### src/rtl/pwm_capture_if.sv
// Measurement bundle for pwm_capture: raw PWM line in, registered duty/period results out.
interface pwm_capture_if #(
    parameter int unsigned WIDTH = 8
);
    logic             pwm_in;
    logic [WIDTH:0]   duty;
    logic [WIDTH:0]   period;
    logic             valid;
    logic             stuck;
    logic             level;

    modport master (
        output pwm_in,
        input  duty, period, valid, stuck, level
    );

    modport slave (
        input  pwm_in,
        output duty, period, valid, stuck, level
    );
endinterface

### src/rtl/pwm_capture.sv
// PWM capture: synchronises an asynchronous PWM line and reports high time and
// period (in clk cycles) per rising-edge-to-rising-edge period, with a stuck-line timeout.
module pwm_capture #(
    parameter int unsigned WIDTH = 8
) (
    input  logic          clk,
    input  logic          rst,
    pwm_capture_if.slave  bus
);
    localparam int unsigned   CW  = WIDTH + 1;
    localparam logic [CW-1:0] MAX = {CW{1'b1}};

    typedef enum logic {
        SEEK = 1'b0,
        MEAS = 1'b1
    } state_e;

    state_e        state_q, state_d;
    logic          s1_q, s1_d;
    logic          s2_q, s2_d;
    logic          s3_q, s3_d;
    logic [CW-1:0] per_q, per_d;
    logic [CW-1:0] hi_q, hi_d;
    logic [CW-1:0] duty_q, duty_d;
    logic [CW-1:0] period_q, period_d;
    logic          valid_q, valid_d;
    logic          stuck_q, stuck_d;

    logic          rise_c;
    logic          at_max_c;
    logic [CW-1:0] per_inc_c;
    logic [CW-1:0] hi_inc_c;

    assign rise_c    = s2_q & ~s3_q;
    assign at_max_c  = (per_q == MAX);
    assign per_inc_c = at_max_c ? MAX : per_q + CW'(1);
    assign hi_inc_c  = (hi_q == MAX) ? MAX : hi_q + CW'(s2_q);

    // State, synchroniser and result registers
    always_ff @(posedge clk or negedge rst) begin
        if (!rst) begin
            state_q  <= SEEK;
            s1_q     <= 1'b0;
            s2_q     <= 1'b0;
            s3_q     <= 1'b0;
            per_q    <= '0;
            hi_q     <= '0;
            duty_q   <= '0;
            period_q <= '0;
            valid_q  <= 1'b0;
            stuck_q  <= 1'b0;
        end else begin
            state_q  <= state_d;
            s1_q     <= s1_d;
            s2_q     <= s2_d;
            s3_q     <= s3_d;
            per_q    <= per_d;
            hi_q     <= hi_d;
            duty_q   <= duty_d;
            period_q <= period_d;
            valid_q  <= valid_d;
            stuck_q  <= stuck_d;
        end
    end

    // Next-state and measurement update; a rise always beats the timeout
    always_comb begin
        state_d  = state_q;
        s1_d     = bus.pwm_in;
        s2_d     = s1_q;
        s3_d     = s2_q;
        per_d    = per_q;
        hi_d     = hi_q;
        duty_d   = duty_q;
        period_d = period_q;
        valid_d  = 1'b0;
        stuck_d  = stuck_q;

        if (rise_c) begin
            // The first rise only opens a period; the one before it was partial
            if (state_q == MEAS) begin
                duty_d   = hi_q;
                period_d = per_q;
                valid_d  = 1'b1;
            end else begin
                stuck_d  = 1'b0;
            end
            state_d = MEAS;
            per_d   = CW'(1);
            hi_d    = CW'(1);
        end else if (at_max_c) begin
            valid_d  = 1'b1;
            stuck_d  = 1'b1;
            period_d = '0;
            duty_d   = s2_q ? MAX : '0;
            per_d    = '0;
            hi_d     = '0;
            state_d  = SEEK;
        end else begin
            per_d = per_inc_c;
            hi_d  = (state_q == MEAS) ? hi_inc_c : '0;
        end
    end

    assign bus.duty   = duty_q;
    assign bus.period = period_q;
    assign bus.valid  = valid_q;
    assign bus.stuck  = stuck_q;
    assign bus.level  = s2_q;

endmodule

### src/flat_wrapper.sv
// flat-port wrapper written by rule: the top's interface ports become plain ports
module pwm_capture_flat 
#(
    parameter int unsigned WIDTH = 8
)
  (clk, rst, bus_pwm_in, bus_duty, bus_period, bus_valid, bus_stuck, bus_level);
  pwm_capture_if #(.WIDTH(WIDTH)) bus_i ();
  input  logic clk;
  input  logic rst;
  input wire logic [$bits(bus_i.pwm_in)-1:0] bus_pwm_in;
  output wire logic [$bits(bus_i.duty)-1:0] bus_duty;
  output wire logic [$bits(bus_i.period)-1:0] bus_period;
  output wire logic [$bits(bus_i.valid)-1:0] bus_valid;
  output wire logic [$bits(bus_i.stuck)-1:0] bus_stuck;
  output wire logic [$bits(bus_i.level)-1:0] bus_level;
  assign bus_i.pwm_in = bus_pwm_in;
  assign bus_duty = bus_i.duty;
  assign bus_period = bus_i.period;
  assign bus_valid = bus_i.valid;
  assign bus_stuck = bus_i.stuck;
  assign bus_level = bus_i.level;
  pwm_capture #(.WIDTH(WIDTH)) u_core (.clk(clk), .rst(rst), .bus(bus_i));
endmodule
### config.mk
export PLATFORM = sky130hd
export DESIGN_NAME = pwm_capture_flat
export DESIGN_NICKNAME = d
export VERILOG_FILES = /design/src/rtl/pwm_capture_if.sv /design/src/rtl/pwm_capture.sv /design/src/flat_wrapper.sv
export SDC_FILE = /design/constraint.sdc
export NUM_CORES = 1
export LEC_CHECK = 0
export ABC_AREA = 1
export BUFFER_PORTS_ARGS = -buffer_cell sky130_fd_sc_hd__buf_4
export CORE_MARGIN = 4
export CORE_UTILIZATION = 35
export DETAILED_ROUTE_END_ITERATION = 12
export SETUP_SLACK_MARGIN = 0.02
export SLEW_MARGIN = 20
export SYNTH_ARGS = -nofsm -noshare
export SYNTH_HDL_FRONTEND = slang
export SYNTH_SLANG_ARGS = --single-unit
### constraint.sdc
create_clock -name clk -period 1.63 [get_ports clk]
set_input_delay 0 -clock clk [delete_from_list [all_inputs] [get_ports clk]]
set_output_delay 0 -clock clk [all_outputs]
set_load 0.05 [all_outputs]
==> results by stage, run 1 <==
Status:
- The run finished, with violations left.
- The final reports fail on negative setup slack.

Final layout:
- In the layout the commonest cells are 43 x buf_4, 41 x dfrtp_1, 35 x nand2_1, 31 x nand3_1, 19 x inv_1.
- The area used by multi-input combinational logic is 888 µm².
- The library cell used most frequently in the layout, excluding fill and tap cells, is buf_4.
- In the final design database the tool counted 270 nets.
- After filler insertion, the fill cell instance count of the layout stands at 499.
- Across the whole layout, storage elements account for 1050 µm².
- The number of antenna diodes in the final layout is 0.
- The layout-stage area growth over the synthesis result is 34.2%.
- The share of post-route cells with drive strength above 1 is 34.8%.
- The post-layout instance area is 2620 µm².

Floorplanning:
- The number of top-level pins is 24.
- Row generation in the floorplan step produced 26 rows.
- The floorplan step set the die height to 82.7 µm.
- The area of the placeable core is 5270 µm².
- The die width is 82.7 µm.
- The initial utilization of the core area, before any placement, comes to 37.1%.
- The floorplan step defined a die boundary enclosing 6840 µm².

STA:
- The worst-case headroom to the max-slew limit is 64.9%.
- Setup violations remaining at the end of the flow were counted as 20.
- The peak clock frequency supported by timing is 598 MHz.
- The number of pins with negative max-slew slack in the final report is 0.
- The minimum period implied by the final worst setup slack is 1.67 ns.
- Setup repair after global routing could not meet its margin everywhere.
- The tightest hold path in the finished design has a slack of 0.231 ns.
- The final hold violation count came to 0.
- The slew at the pin with the worst max-slew slack is 0.527 ns.
- Between clock sinks in the finished design, the worst skew comes to 0.00579 ns.
- After layout, the worst setup slack is -0.0410 ns.
- The final critical path takes up 103% of the cycle.

GRT:
- The initial antenna violation count is 0.
- The overall fraction of global-route tracks in use is 13.6%.
- The pin count of the biggest net entering global routing is 43.
- The number of global-route vias before repair is 1520.
- The residual overflow from global routing is 0.
- The global-route wire length before repair is 7000 µm.

Synth:
- The count of cell types in the netlist is 25.
- The register area share after synthesis is 53.8%.
- Synthesis handed over a netlist of 213 instances.
- The Yosys step of the flow raised 0 warnings.
- When the netlist entered floorplanning its net count stood at 220.
- After synthesis, the mean cell area works out to 9.17 µm².
- The synthesized netlist occupies a cell area of 1950 µm².
- Synthesis inferred 42 register bits.

Worst setup path:
- The cell occurring most often along the worst timing path is nor2_4.
- The worst setup path is launched from a flip-flop.
- The largest fanout on the critical path is 7.
- The data arrival time of the critical path is 1.86 ns.
- The worst setup path is captured at a flip-flop.
- The critical path goes through ha_4 > nand3_4 > nor2_4 > nand3_2 > nor2_4 > ha_4 > buf_6 > nor2_4 > nand2_4 > inv_4 > nand2_2 > inv_2.
- The worst register-to-register path has a depth of 12.
- The number of buffers and inverters on the critical path is 3.
- The slack of the worst reg-to-reg path is -0.04 ns.
- In this run the critical register-to-register path is captured at u_core.hi_q[6]$_DFF_PN0_.
- Broken down by cell family, the worst path's largest delay share belongs to simple AND/OR/NAND/NOR gates.
- The required time of the critical path is 1.82 ns.
- The largest single stage delay on the critical path is 0.39 ns.
- The slowest stage of the critical path is the dfrtp_1 cell.
- The start-to-end type of the worst setup path is flip-flop to flip-flop.
- The launching point of the worst reg2reg path is u_core.per_q[1]$_DFF_PN0_.

Clock tree:
- The clock tree from TritonCTS is done.
- The clock passes through at most 2 buffers.
- The clock latency on the worst-skew pair is 0.29 ns.
- The root buffer selected by CTS is clkbuf_8.
- The depth of the CTS H-tree is 2.
- The number of sinks on the clock net is 42.
- The CTS buffer count is 5.
- The clock-pin slew on the worst setup and hold paths is 0.08 ns.

Detailed routing:
- The detailed router finished its first iteration with 53 violations.
- For this run, the detailed router's first-pass iteration total came to 4.
- The routed wire length per instance is 12.2 µm.
- After detailed routing, the total wire length is 4070 µm.
- The remaining antenna violation count is 0.
- The via count of the routed design is 1578.
- Dividing the detail-routed via count by the number of cells gives 4.72.
- For this run, design rule violations remaining after detail routing come to 0.

Power and ir drop:
- Internal power comes to 0.00199 W.
- The power density over the cells is 1150 nW/µm².
- Per report_power, the clock group accounts for 28.1% of the total.
- For this design the static power due to leakage is 1.28 nW.
- Net switching is 33.9% of the power.
- The net switching power figure is 0.00102 W.
- Combinational logic is responsible for 28.5% of the overall power.
- The worst-case vdd ir drop is 0.497 mV.
- The share of total power in sequential cells is 43.4%.

Placement:
- Routability-driven placement finished with a final weighted congestion of 0.789.
- In this run the tool buffered the top-level ports with 23 buffer cells.
- Detailed placement ended at an HPWL of 2840 µm.
- The placed instances occupy a cell area of 2320 µm².

Flow run:
- The number of max-cap violations is 0.

Min path:
- The classification of the worst-slack hold path is primary input to async pin.
[what timing repair did]
| action | in CTS | in global routing |
|---|---|---|
| pin swaps | 14 | 6 |
| endpoints found under the hold margin | 43 | 0 |
| buffers inserted | 2 | 3 |
| hold buffers | 2 | 0 |
| setup endpoints to repair | 36 | 38 |
| cloned | 0 | 0 |
| gates resized for setup | 22 | 11 |
[final cells by class]
class	count	area share, %
multi-input cells	142	33.9
clock inverters	1	1.15
inverters	23	3.39
repair buffers	49	14.8
clock buffers	7	3.29
well taps	70	3.34
flip-flops and latches	42	40.1
[cell families after synthesis]
| group | after synthesis | share of synthesized area (%) |
|---|---|---|
| buffers and inverters | 29 | 7.17 |
| AOI/OAI and AO/OA | 30 | 9.99 |
| xor gates and xnor gates | 2 | 0.897 |
| adders and majority gates | 4 | 2.56 |
| DFF | 42 | 53.8 |
| and+or+nand+nor | 106 | 25.6 |
[worst reg2reg max path, cell delays in order, from the launching register on]
cell	delay [ns]
dfrtp_1	0.39
ha_4	0.16
nand3_4	0.07
nor2_4	0.13
nand3_2	0.11
nor2_4	0.12
ha_4	0.17
buf_6	0.11
nor2_4	0.04
nand2_4	0.11
inv_4	0.07
nand2_2	0.07
inv_2	0.03
[through the flow]
step	std cells	utilization [%]	setup slack (ns)	TNS (ns)	total power, W
after floorplan	213	-	-0.0415	-0.521	0.00182
after global placement	319	44.0	-0.0979	-1.16	0.00211
after detailed placement	319	44.0	-0.140	-2.90	0.00211
after CTS	331	48.5	-0.0506	-0.794	0.00302
after global routing	334	49.7	-0.171	-4.84	0.00318
final	334	49.7	-0.0410	-0.439	0.00302
[how the worst max path moves through the flow]
stage                                    startpoint                        endpoint  slack (ns)  cells after the start
after floorplan           u_core.per_q[0]$_DFF_PN0_  u_core.bus.duty[2]$_DFFE_PN0P_       -0.04                     11
after global placement    u_core.per_q[1]$_DFF_PN0_        u_core.hi_q[8]$_DFF_PN0_        -0.1                     12
after detailed placement  u_core.per_q[1]$_DFF_PN0_        u_core.hi_q[6]$_DFF_PN0_       -0.14                     12
after CTS                 u_core.per_q[0]$_DFF_PN0_        u_core.hi_q[5]$_DFF_PN0_       -0.05                     12
after global routing      u_core.per_q[0]$_DFF_PN0_        u_core.hi_q[6]$_DFF_PN0_       -0.17                     12
final                     u_core.per_q[1]$_DFF_PN0_        u_core.hi_q[6]$_DFF_PN0_       -0.04                     12
[metal layers]
layer  track usage, %  vias up  part of all wire [%]
li1                 -      808                     -
met1             17.4      743                    46
met2             21.6       22                    48
met3             3.36        5                   3.7
met4             5.88        0                   1.9
met5                0        -                     0
[registers in the layout (all words and copies together) (netlist names)]
signal / flops
u_core.bus.duty: 9
u_core.hi_q: 9
u_core.s3_q: 1
u_core.per_q: 9
u_core.state_q: 1
u_core.bus.stuck: 1
u_core.bus.valid: 1
u_core.bus.period: 9
u_core.s1_q: 1
u_core.bus.level: 1
[synth_stat cells]
cell / n / area (µm²)
a21oi_1: 8 / 40.0
xnor2_1: 1 / 8.76
o21ai_0: 4 / 20.0
inv_1: 21 / 78.8
buf_6: 3 / 33.8
a31oi_1: 1 / 6.26
dfrtp_1: 42 / 1050
nand2_4: 3 / 33.8
nand3_1: 38 / 190
ha_1: 4 / 50.1
buf_2: 1 / 5.00
o21ai_2: 5 / 43.8
nor3b_1: 1 / 7.51
o21ai_1: 2 / 10.0
nor2_4: 1 / 11.3
nor3_1: 1 / 5.00
nand2_2: 1 / 6.26
inv_2: 2 / 7.51
nor2_1: 18 / 67.6
nand2_1: 42 / 158
xor2_1: 1 / 8.76
a22oi_1: 1 / 7.51
buf_4: 2 / 15.0
o211ai_1: 9 / 67.6
nor2_8: 1 / 20.0
[power by group through the flow]
stage          logic, W  clock network, W  registers (W)
4_1_cts        0.000845          0.000873        0.00130
3_3_place_gp   0.000798                 0        0.00131
3_5_place_dp   0.000803                 0        0.00131
6_report       0.000861          0.000847        0.00131
2_1_floorplan  0.000229                 0        0.00159
5_1_grt        0.000926          0.000925        0.00133
(Power assumes the default switching activity.)
==> run 2: changes to the inputs <==
==> constraint.sdc (replaced) <==
create_clock -name clk -period 2 [get_ports clk]
set_input_delay 0 -clock clk [delete_from_list [all_inputs] [get_ports clk]]
set_output_delay 0 -clock clk [all_outputs]
set_load 0.05 [all_outputs]
==> run 2 against run 1 <==
Net effect:
- the flow now finishes without violations
- final area fell by 9.7%
- core utilization fell by 4.8 points
- worst setup slack improved by 0.20 ns
- critical path depth fell by 2
- clock-buffer cell count fell by 2
- wire length fell by 5.6%
- largest cell class unchanged
==> results by stage, run 2 (same netlist as run 1, synthesis figures left out) <==
Detailed routing:
- The violation count after the first detailed-routing iteration is 108 (was 53).
- The post-detailed-route DRC marker count is 0 (unchanged).
- The remaining antenna violation count is 0 (unchanged).
- The number of vias per cell after detailed routing is 4.73 (was 4.72).
- The via count of the routed design is 1484 (was 1578).
- The number of iterations in the first detailed-routing pass is 4 (unchanged).
- The routed wire length is 3840 µm (was 4070 µm).
- The routed wire length per instance was 12.2 µm (about the same).

Clock tree:
- The root buffer selected by CTS is clkbuf_8 (unchanged).
- The clock latency on the worst-skew pair is 0.30 ns (was 0.29 ns).
- The number of setup buffers added after CTS is 0 (was 2).
- The depth of the CTS H-tree is 2 (unchanged).
- The clock tree from TritonCTS is done (unchanged).
- The CTS buffer count is 5 (unchanged).
- The number of sinks on the clock net is 42 (unchanged).
- The clock-pin slew on the worst setup and hold paths is 0.09 ns (was 0.08 ns).
- The number of buffers on the longest clock path is 2 (unchanged).

GRT:
- The global-route wire length before repair came to 6530 µm (was 7000 µm).
- The pin count of the biggest net entering global routing is 43 (unchanged).
- The number of global-route vias before repair was 1385 (was 1520).
- The global routing usage on met2 is 17.8% (was 21.6%).
- The fraction of met3 tracks used by global routing is 3.36% (unchanged).
- The met1 layer usage reported by global route is 17.6% (was 17.4%).
- The initial antenna violation count was 0 (unchanged).
- The overall fraction of global-route tracks in use is 12.5% (was 13.6%).
- The residual overflow from global routing was 0 (unchanged).
- The busiest layer in global routing is met2 (unchanged).

Power and ir drop:
- The share of total power in sequential cells came to 42.8% (was 43.4%).
- The fraction of power consumed by combinational cells is 24.9% (was 28.5%).
- The power density over the cells is 1040 nW/µm² (was 1150 nW/µm²).
- The leakage power is 1.17 nW (was 1.28 nW).
- The total power came to 0.00246 W (was 0.00302 W).
- The net switching power figure came to 0.000805 W (was 0.00102 W).
- The internal power consumption is 0.00166 W (was 0.00199 W).
- The relative contribution of the clock network to total power is 32.3% (was 28.1%).
- The worst-case vdd ir drop came to 0.455 mV (was 0.497 mV).
- The net switching fraction of the power is 32.7% (was 33.9%).

Worst setup path:
- The count of cells along the worst register-to-register path came to 10 (was 12).
- The buffer and inverter count on the worst path was 1 (was 3).
- The required time of the critical path was 2.18 ns (was 1.82 ns).
- The endpoint kind of the worst setup timing path is a flip-flop (unchanged).
- The cell occurring most often along the worst timing path is nand3_1 (was nor2_4).
- The standard cell with the maximum stage delay on the critical path is dfrtp_1 (unchanged).
- The start-to-end type of the worst setup path is flip-flop to flip-flop (unchanged).
- The family with the most delay on the worst path is simple AND/OR/NAND/NOR gates (unchanged).
- The data arrival time of the critical path is 2.02 ns (was 1.86 ns).
- The category of the worst setup path launch point is a flip-flop (unchanged).
- The largest stage delay on the critical path is 0.37 ns (was 0.39 ns).
- The launching point of the worst reg2reg path is u_core.per_q[0]$_DFF_PN0_ (was u_core.per_q[1]$_DFF_PN0_).
- The endpoint of the lowest-slack register-to-register path is u_core.bus.period[6]$_DFFE_PN0P_ (was u_core.hi_q[6]$_DFF_PN0_).
- The slack of the worst reg-to-reg path is 0.16 ns (was -0.04 ns).
- Cell Chain, Critical Path: ha_2 > nand3_1 > nor2_1 > nand3_1 > nor2_1 > ha_2 > nand2_2 > buf_12 > nand3_1 > o21ai_2 (was ha_4 > nand3_4 > nor2_4 > nand3_2 > nor2_4 > ha_4 > buf_6 > nor2_4 > nand2_4 > inv_4 > nand2_2 > inv_2).
- The largest fanout on the critical path is 18 (was 7).

Floorplanning:
- The number of placement rows was 26 (unchanged).
- The area enclosed by the die boundary is 6840 µm² (unchanged).
- The starting density of the core is 37.1% (unchanged).
- The height of the chip is 82.7 µm (unchanged).
- The number of top-level pins came to 24 (unchanged).
- The die width is 82.7 µm (unchanged).
- The area of the placeable core is 5270 µm² (unchanged).

Placement:
- The placed instance area is 2200 µm² (was 2320 µm²).
- The number of buffer cells added on primary ports is 23 (unchanged).
- The HPWL after detailed placement is 2770 µm (was 2840 µm).
- The number of instances in the placed design is 304 (was 319).
- The global placer's final weighted congestion came to 0.790 (was 0.789).
- The placement-stage worst setup slack is 0.0512 ns (was -0.140 ns).

Final layout:
- The total inserted antenna cells is 0 (unchanged).
- Most frequent cells in the layout: 42 x dfrtp_1, 41 x nand2_1, 38 x nand3_1, 26 x buf_4, 21 x inv_1 (was 43 x buf_4, 41 x dfrtp_1, 35 x nand2_1, 31 x nand3_1, 19 x inv_1).
- The layout-stage area growth over the synthesis result is 21.2% (was 34.2%).
- The most common cell after layout, fill and taps aside was dfrtp_1 (was buf_4).
- The post-layout instance area is 2370 µm² (was 2620 µm²).
- The share of post-route cells with drive strength above 1 is 20.9% (was 34.8%).
- The number of nets in the layout was 250 (was 270).
- The filler cell count in the final layout is 512 (was 499).
- The count of non-filler cells in the finished layout was 314 (was 334).

STA:
- The setup slack of the critical path after layout was 0.157 ns (was -0.0410 ns).
- The final clock period utilization by the worst path is 92.2% (was 103%).
- The number of pins with negative max-slew slack in the final report is 0 (unchanged).
- The worst-case headroom to the max-slew limit came to 65.0% (was 64.9%).
- The total of endpoints with negative setup slack in the final report is 0 (was 20).
- The peak clock frequency supported by timing was 542 MHz (was 598 MHz).
- The total negative slack is 0 ns (was -0.439 ns).
- The slew at the pin with the worst max-slew slack is 0.525 ns (was 0.527 ns).
- The final hold violation count is 0 (unchanged).
- The minimum period implied by the final worst setup slack came to 1.84 ns (was 1.67 ns).
- Setup repair after global routing missed its margin: no (was yes).
- The final setup skew is 0.0121 ns (was 0.00579 ns).

Status:
- Result of the run: completed (was finished with violations).

Flow run:
- The number of max-cap violations is 0 (unchanged).

Min path:
- The classification of the worst-slack hold path is primary input to async pin (unchanged).
## run 2: layout make-up
cell class                      count  area, µm²  share of cell area (%)
Clock inverter                      3       68.8                    2.91
Clock buffer                        5       68.8                    2.91
Multi-Input combinational cell    142        769                    32.5
Tap cell                           70       87.6                    3.70
Inverter                           23       86.3                    3.65
Sequential cell                    42       1050                    44.4
Timing Repair Buffer               29        235                    9.94
## run 2: worst max path at each step
stage	from	end	slack [ns]	cells after the start
after detailed placement	u_core.per_q[0]$_DFF_PN0_	u_core.bus.duty[0]$_DFFE_PN0P_	0.05	10
after global placement	u_core.per_q[0]$_DFF_PN0_	u_core.bus.duty[4]$_DFFE_PN0P_	0.11	10
after floorplan	u_core.bus.level$_DFF_PN0_	u_core.hi_q[8]$_DFF_PN0_	0.25	9
final	u_core.per_q[0]$_DFF_PN0_	u_core.bus.period[6]$_DFFE_PN0P_	0.16	10
after global routing	u_core.per_q[0]$_DFF_PN0_	u_core.bus.period[4]$_DFFE_PN0P_	0.02	10
after CTS	u_core.per_q[0]$_DFF_PN0_	u_core.bus.duty[0]$_DFFE_PN0P_	0.04	10
## run 2: through the flow
stage | hold slack, ns | utilization (%)
final | 0.222 | 44.9
after global routing | 0.269 | 44.9
after CTS | 0.233 | 44.8
after detailed placement | 0.0157 | 41.8
after global placement | 0.0205 | 41.8
after floorplan | -0.296 | -
## run 2: metal layers
metal | up-vias | wire length, µm
met1 | 673 | 1960
li1 | 770 | -
met5 | - | 0
met4 | 0 | 88
met2 | 34 | 1610
met3 | 7 | 174
## run 2: power groups by stage
stage               sequential, W  clock (W)  combinational [W]
global placement          0.00107          0           0.000608
finish                    0.00105   0.000796           0.000612
global route              0.00107   0.000854           0.000669
CTS                       0.00105   0.000816           0.000617
floorplan                 0.00129          0           0.000182
detailed placement        0.00107          0           0.000614
## run 2: worst reg2reg max path, cell delays in order, from the launching register on
cell and delay (ns):
dfrtp_1 0.37, ha_2 0.20, nand3_1 0.11, nor2_1 0.14
nand3_1 0.10, nor2_1 0.11, ha_2 0.24, nand2_2 0.12
buf_12 0.17, nand3_1 0.10, o21ai_2 0.06
## run 2: what timing repair did
action | 4_1_cts | 5_1_grt
gates resized for setup | 0 | 3
setup endpoints to repair | 0 | 23
hold endpoints to repair | 43 | 0
hold buffers | 2 | 0
==> run 3: changes to the inputs <==
==> constraint.sdc (replaced) <==
create_clock -name clk -period 1.7 [get_ports clk]
set_input_delay 0 -clock clk [delete_from_list [all_inputs] [get_ports clk]]
set_output_delay 0 -clock clk [all_outputs]
set_load 0.05 [all_outputs]
==> run 3 against run 2 <==
Net effect:
- die area unchanged
- register-to-register slack worse by 0.12 ns
- worst setup slack worse by 0.12 ns
- sequential power up 20%
- core utilization up 5.7 points
- combinational power up 37%
- largest power group unchanged
==> results by stage, run 3 (same netlist as run 1, synthesis figures left out) <==
STA:
- The peak clock frequency supported by timing is 601 MHz (was 542 MHz).
- The setup slack of the critical path after layout is 0.0362 ns (was 0.157 ns).
- The total negative slack is 0 ns (unchanged).
- The minimum period implied by the final worst setup slack is 1.66 ns (was 1.84 ns).
- The total of endpoints with negative setup slack in the final report was 0 (unchanged).
- The final setup skew was 0.00495 ns (was 0.0121 ns).
- The slew at the pin with the worst max-slew slack is 0.551 ns (was 0.525 ns).
- The number of pins with negative max-slew slack in the final report came to 0 (unchanged).
- The worst-case headroom to the max-slew limit came to 63.3% (was 65.0%).
- Setup repair after global routing missed its margin: yes (was no).
- The final hold violation count is 0 (unchanged).
- The final clock period utilization by the worst path is 97.9% (was 92.2%).

Floorplanning:
- The area enclosed by the die boundary is 6840 µm² (unchanged).
- The number of top-level pins is 24 (unchanged).
- The starting density of the core is 37.1% (unchanged).
- The number of placement rows was 26 (unchanged).
- The die width is 82.7 µm (unchanged).
- The height of the chip came to 82.7 µm (unchanged).
- The area of the placeable core is 5270 µm² (unchanged).

Final layout:
- The final cell utilization of the core was 50.6% (was 44.9%).
- The layout-stage area growth over the synthesis result is 36.6% (was 21.2%).
- The count of non-filler cells in the finished layout is 336 (was 314).
- The share of post-route cells with drive strength above 1 is 37.6% (was 20.9%).
- The total inserted antenna cells is 0 (unchanged).
- Most frequent cells in the layout: 43 x buf_4, 41 x dfrtp_1, 35 x nand2_1, 23 x nand3_1, 20 x inv_1 (was 42 x dfrtp_1, 41 x nand2_1, 38 x nand3_1, 26 x buf_4, 21 x inv_1).
- The most common cell after layout, fill and taps aside is buf_4 (was dfrtp_1).
- The number of nets in the layout is 272 (was 250).

Clock tree:
- The clock-pin slew on the worst setup and hold paths is 0.08 ns (was 0.09 ns).
- The number of buffers on the longest clock path is 2 (unchanged).
- The clock tree from TritonCTS is done (unchanged).
- The clock latency on the worst-skew pair is 0.29 ns (was 0.30 ns).
- The depth of the CTS H-tree is 2 (unchanged).
- The CTS buffer count was 5 (unchanged).
- The number of sinks on the clock net came to 42 (unchanged).
- The root buffer selected by CTS is clkbuf_8 (unchanged).

Detailed routing:
- The post-detailed-route DRC marker count is 0 (unchanged).
- The number of iterations in the first detailed-routing pass is 4 (unchanged).
- The via count of the routed design was 1627 (was 1484).
- The routed wire length is 4360 µm (was 3840 µm).
- The violation count after the first detailed-routing iteration is 62 (was 108).
- The remaining antenna violation count is 0 (unchanged).
- The number of vias per cell after detailed routing came to 4.84 (was 4.73).
- The routed wire length per instance is 13.0 µm (was 12.2 µm).

Worst setup path:
- The category of the worst setup path launch point is a flip-flop (unchanged).
- The data arrival time of the critical path was 1.84 ns (was 2.02 ns).
- The required time of the critical path came to 1.88 ns (was 2.18 ns).
- The count of cells along the worst register-to-register path came to 10 (unchanged).
- The endpoint kind of the worst setup timing path is a flip-flop (unchanged).
- The start-to-end type of the worst setup path is flip-flop to flip-flop (unchanged).
- The largest fanout on the critical path is 6 (was 18).

Power and ir drop:
- The worst-case vdd ir drop was 0.633 mV (was 0.455 mV).
- The total power is 0.00277 W (was 0.00246 W).
- The leakage power is 1.28 nW (was 1.17 nW).
- The power density over the cells is 1040 nW/µm² (about the same).

GRT:
- The initial antenna violation count came to 0 (unchanged).
- The overall fraction of global-route tracks in use is 14.4% (was 12.5%).
- The global-route wire length before repair came to 7450 µm (was 6530 µm).
- The residual overflow from global routing is 0 (unchanged).
- The pin count of the biggest net entering global routing is 43 (unchanged).
- The number of global-route vias before repair is 1598 (was 1385).

Placement:
- The placement-stage worst setup slack is -0.0674 ns (was 0.0512 ns).
- The number of instances in the placed design was 320 (was 304).
- The global placer's final weighted congestion is 0.801 (was 0.790).
- The HPWL after detailed placement is 2970 µm (was 2770 µm).
- The number of buffer cells added on primary ports was 23 (unchanged).

Min path:
- The classification of the worst-slack hold path is primary input to async pin (unchanged).

Status:
- Result of the run: completed (unchanged).

Flow run:
- The number of max-cap violations came to 0 (unchanged).
## run 3: cell count changes in the layout (fill, tap and decap cells not counted), sizes merged
cell    previous run  this run
buf               27        49
clkbuf             5         7
bufinv             2         0
## run 3: layer usage
layer	global-route usage [%]	routed length, µm
met5	0	0
met4	6.54	77
met3	2.28	177
met2	23.6	2090
met1	18.6	2020
## run 3: worst max-delay path, stage by stage, from the launching register on
cell and delay, ns:
dfrtp_1 0.39, ha_4 0.16, nand3_4 0.07, nor2_4 0.10
nand3_2 0.10, nor2_4 0.14, ha_4 0.20, nand2_8 0.09
buf_4 0.15, nand3_1 0.08, o21ai_2 0.06
## run 3: what timing repair did
action,4_1_cts,5_1_grt
hold buffers,2,0
endpoints found under the setup margin,22,35
endpoints found under the hold margin,43,0
pin swaps,5,11
buffers inserted,2,4
gates cloned,0,0
gates resized for setup,2,39
## run 3: layout make-up
cell class	count	area, µm²
Fill cell	509	2600
Sequential cell	42	1050
Multi-Input combinational cell	142	938
Timing Repair Buffer	51	410
Inverter	23	88.8
Tap cell	70	87.6
Clock buffer	7	86.3
Clock inverter	1	5.00
## run 3: worst paths after layout
check | start | endpoint | slack [ns]
hold reg to reg | u_core.s1_q$_DFF_PN0_ | u_core.bus.level$_DFF_PN0_ | 0.35
min in group clk | u_core.s1_q$_DFF_PN0_ | u_core.bus.level$_DFF_PN0_ | 0.35
setup reg to reg | u_core.per_q[0]$_DFF_PN0_ | u_core.bus.period[7]$_DFFE_PN0P_ | 0.04
max in group asynchronous | rst | u_core.bus.level$_DFF_PN0_ | 1.06
setup / recovery | u_core.per_q[0]$_DFF_PN0_ | u_core.bus.period[7]$_DFFE_PN0P_ | 0.04
hold / removal | rst | u_core.bus.period[0]$_DFFE_PN0P_ | 0.24
## run 3: power breakdown
| part | internal [W] | switching (W) |
|---|---|---|
| combinational | 0.000308 | 0.000532 |
| sequential | 0.00113 | 0.000129 |
| clock | 0.000328 | 0.000337 |
| total | 0.00177 | 0.000998 |
## run 3: per-stage QoR
| step | hold WS (ns) | area, µm² |
|---|---|---|
| global placement | 0.0271 | 2330 |
| floorplan | -0.296 | 1970 |
| CTS | 0.253 | 2460 |
| global route | 0.303 | 2670 |
| finish | 0.244 | 2670 |
| detailed placement | 0.0252 | 2330 |
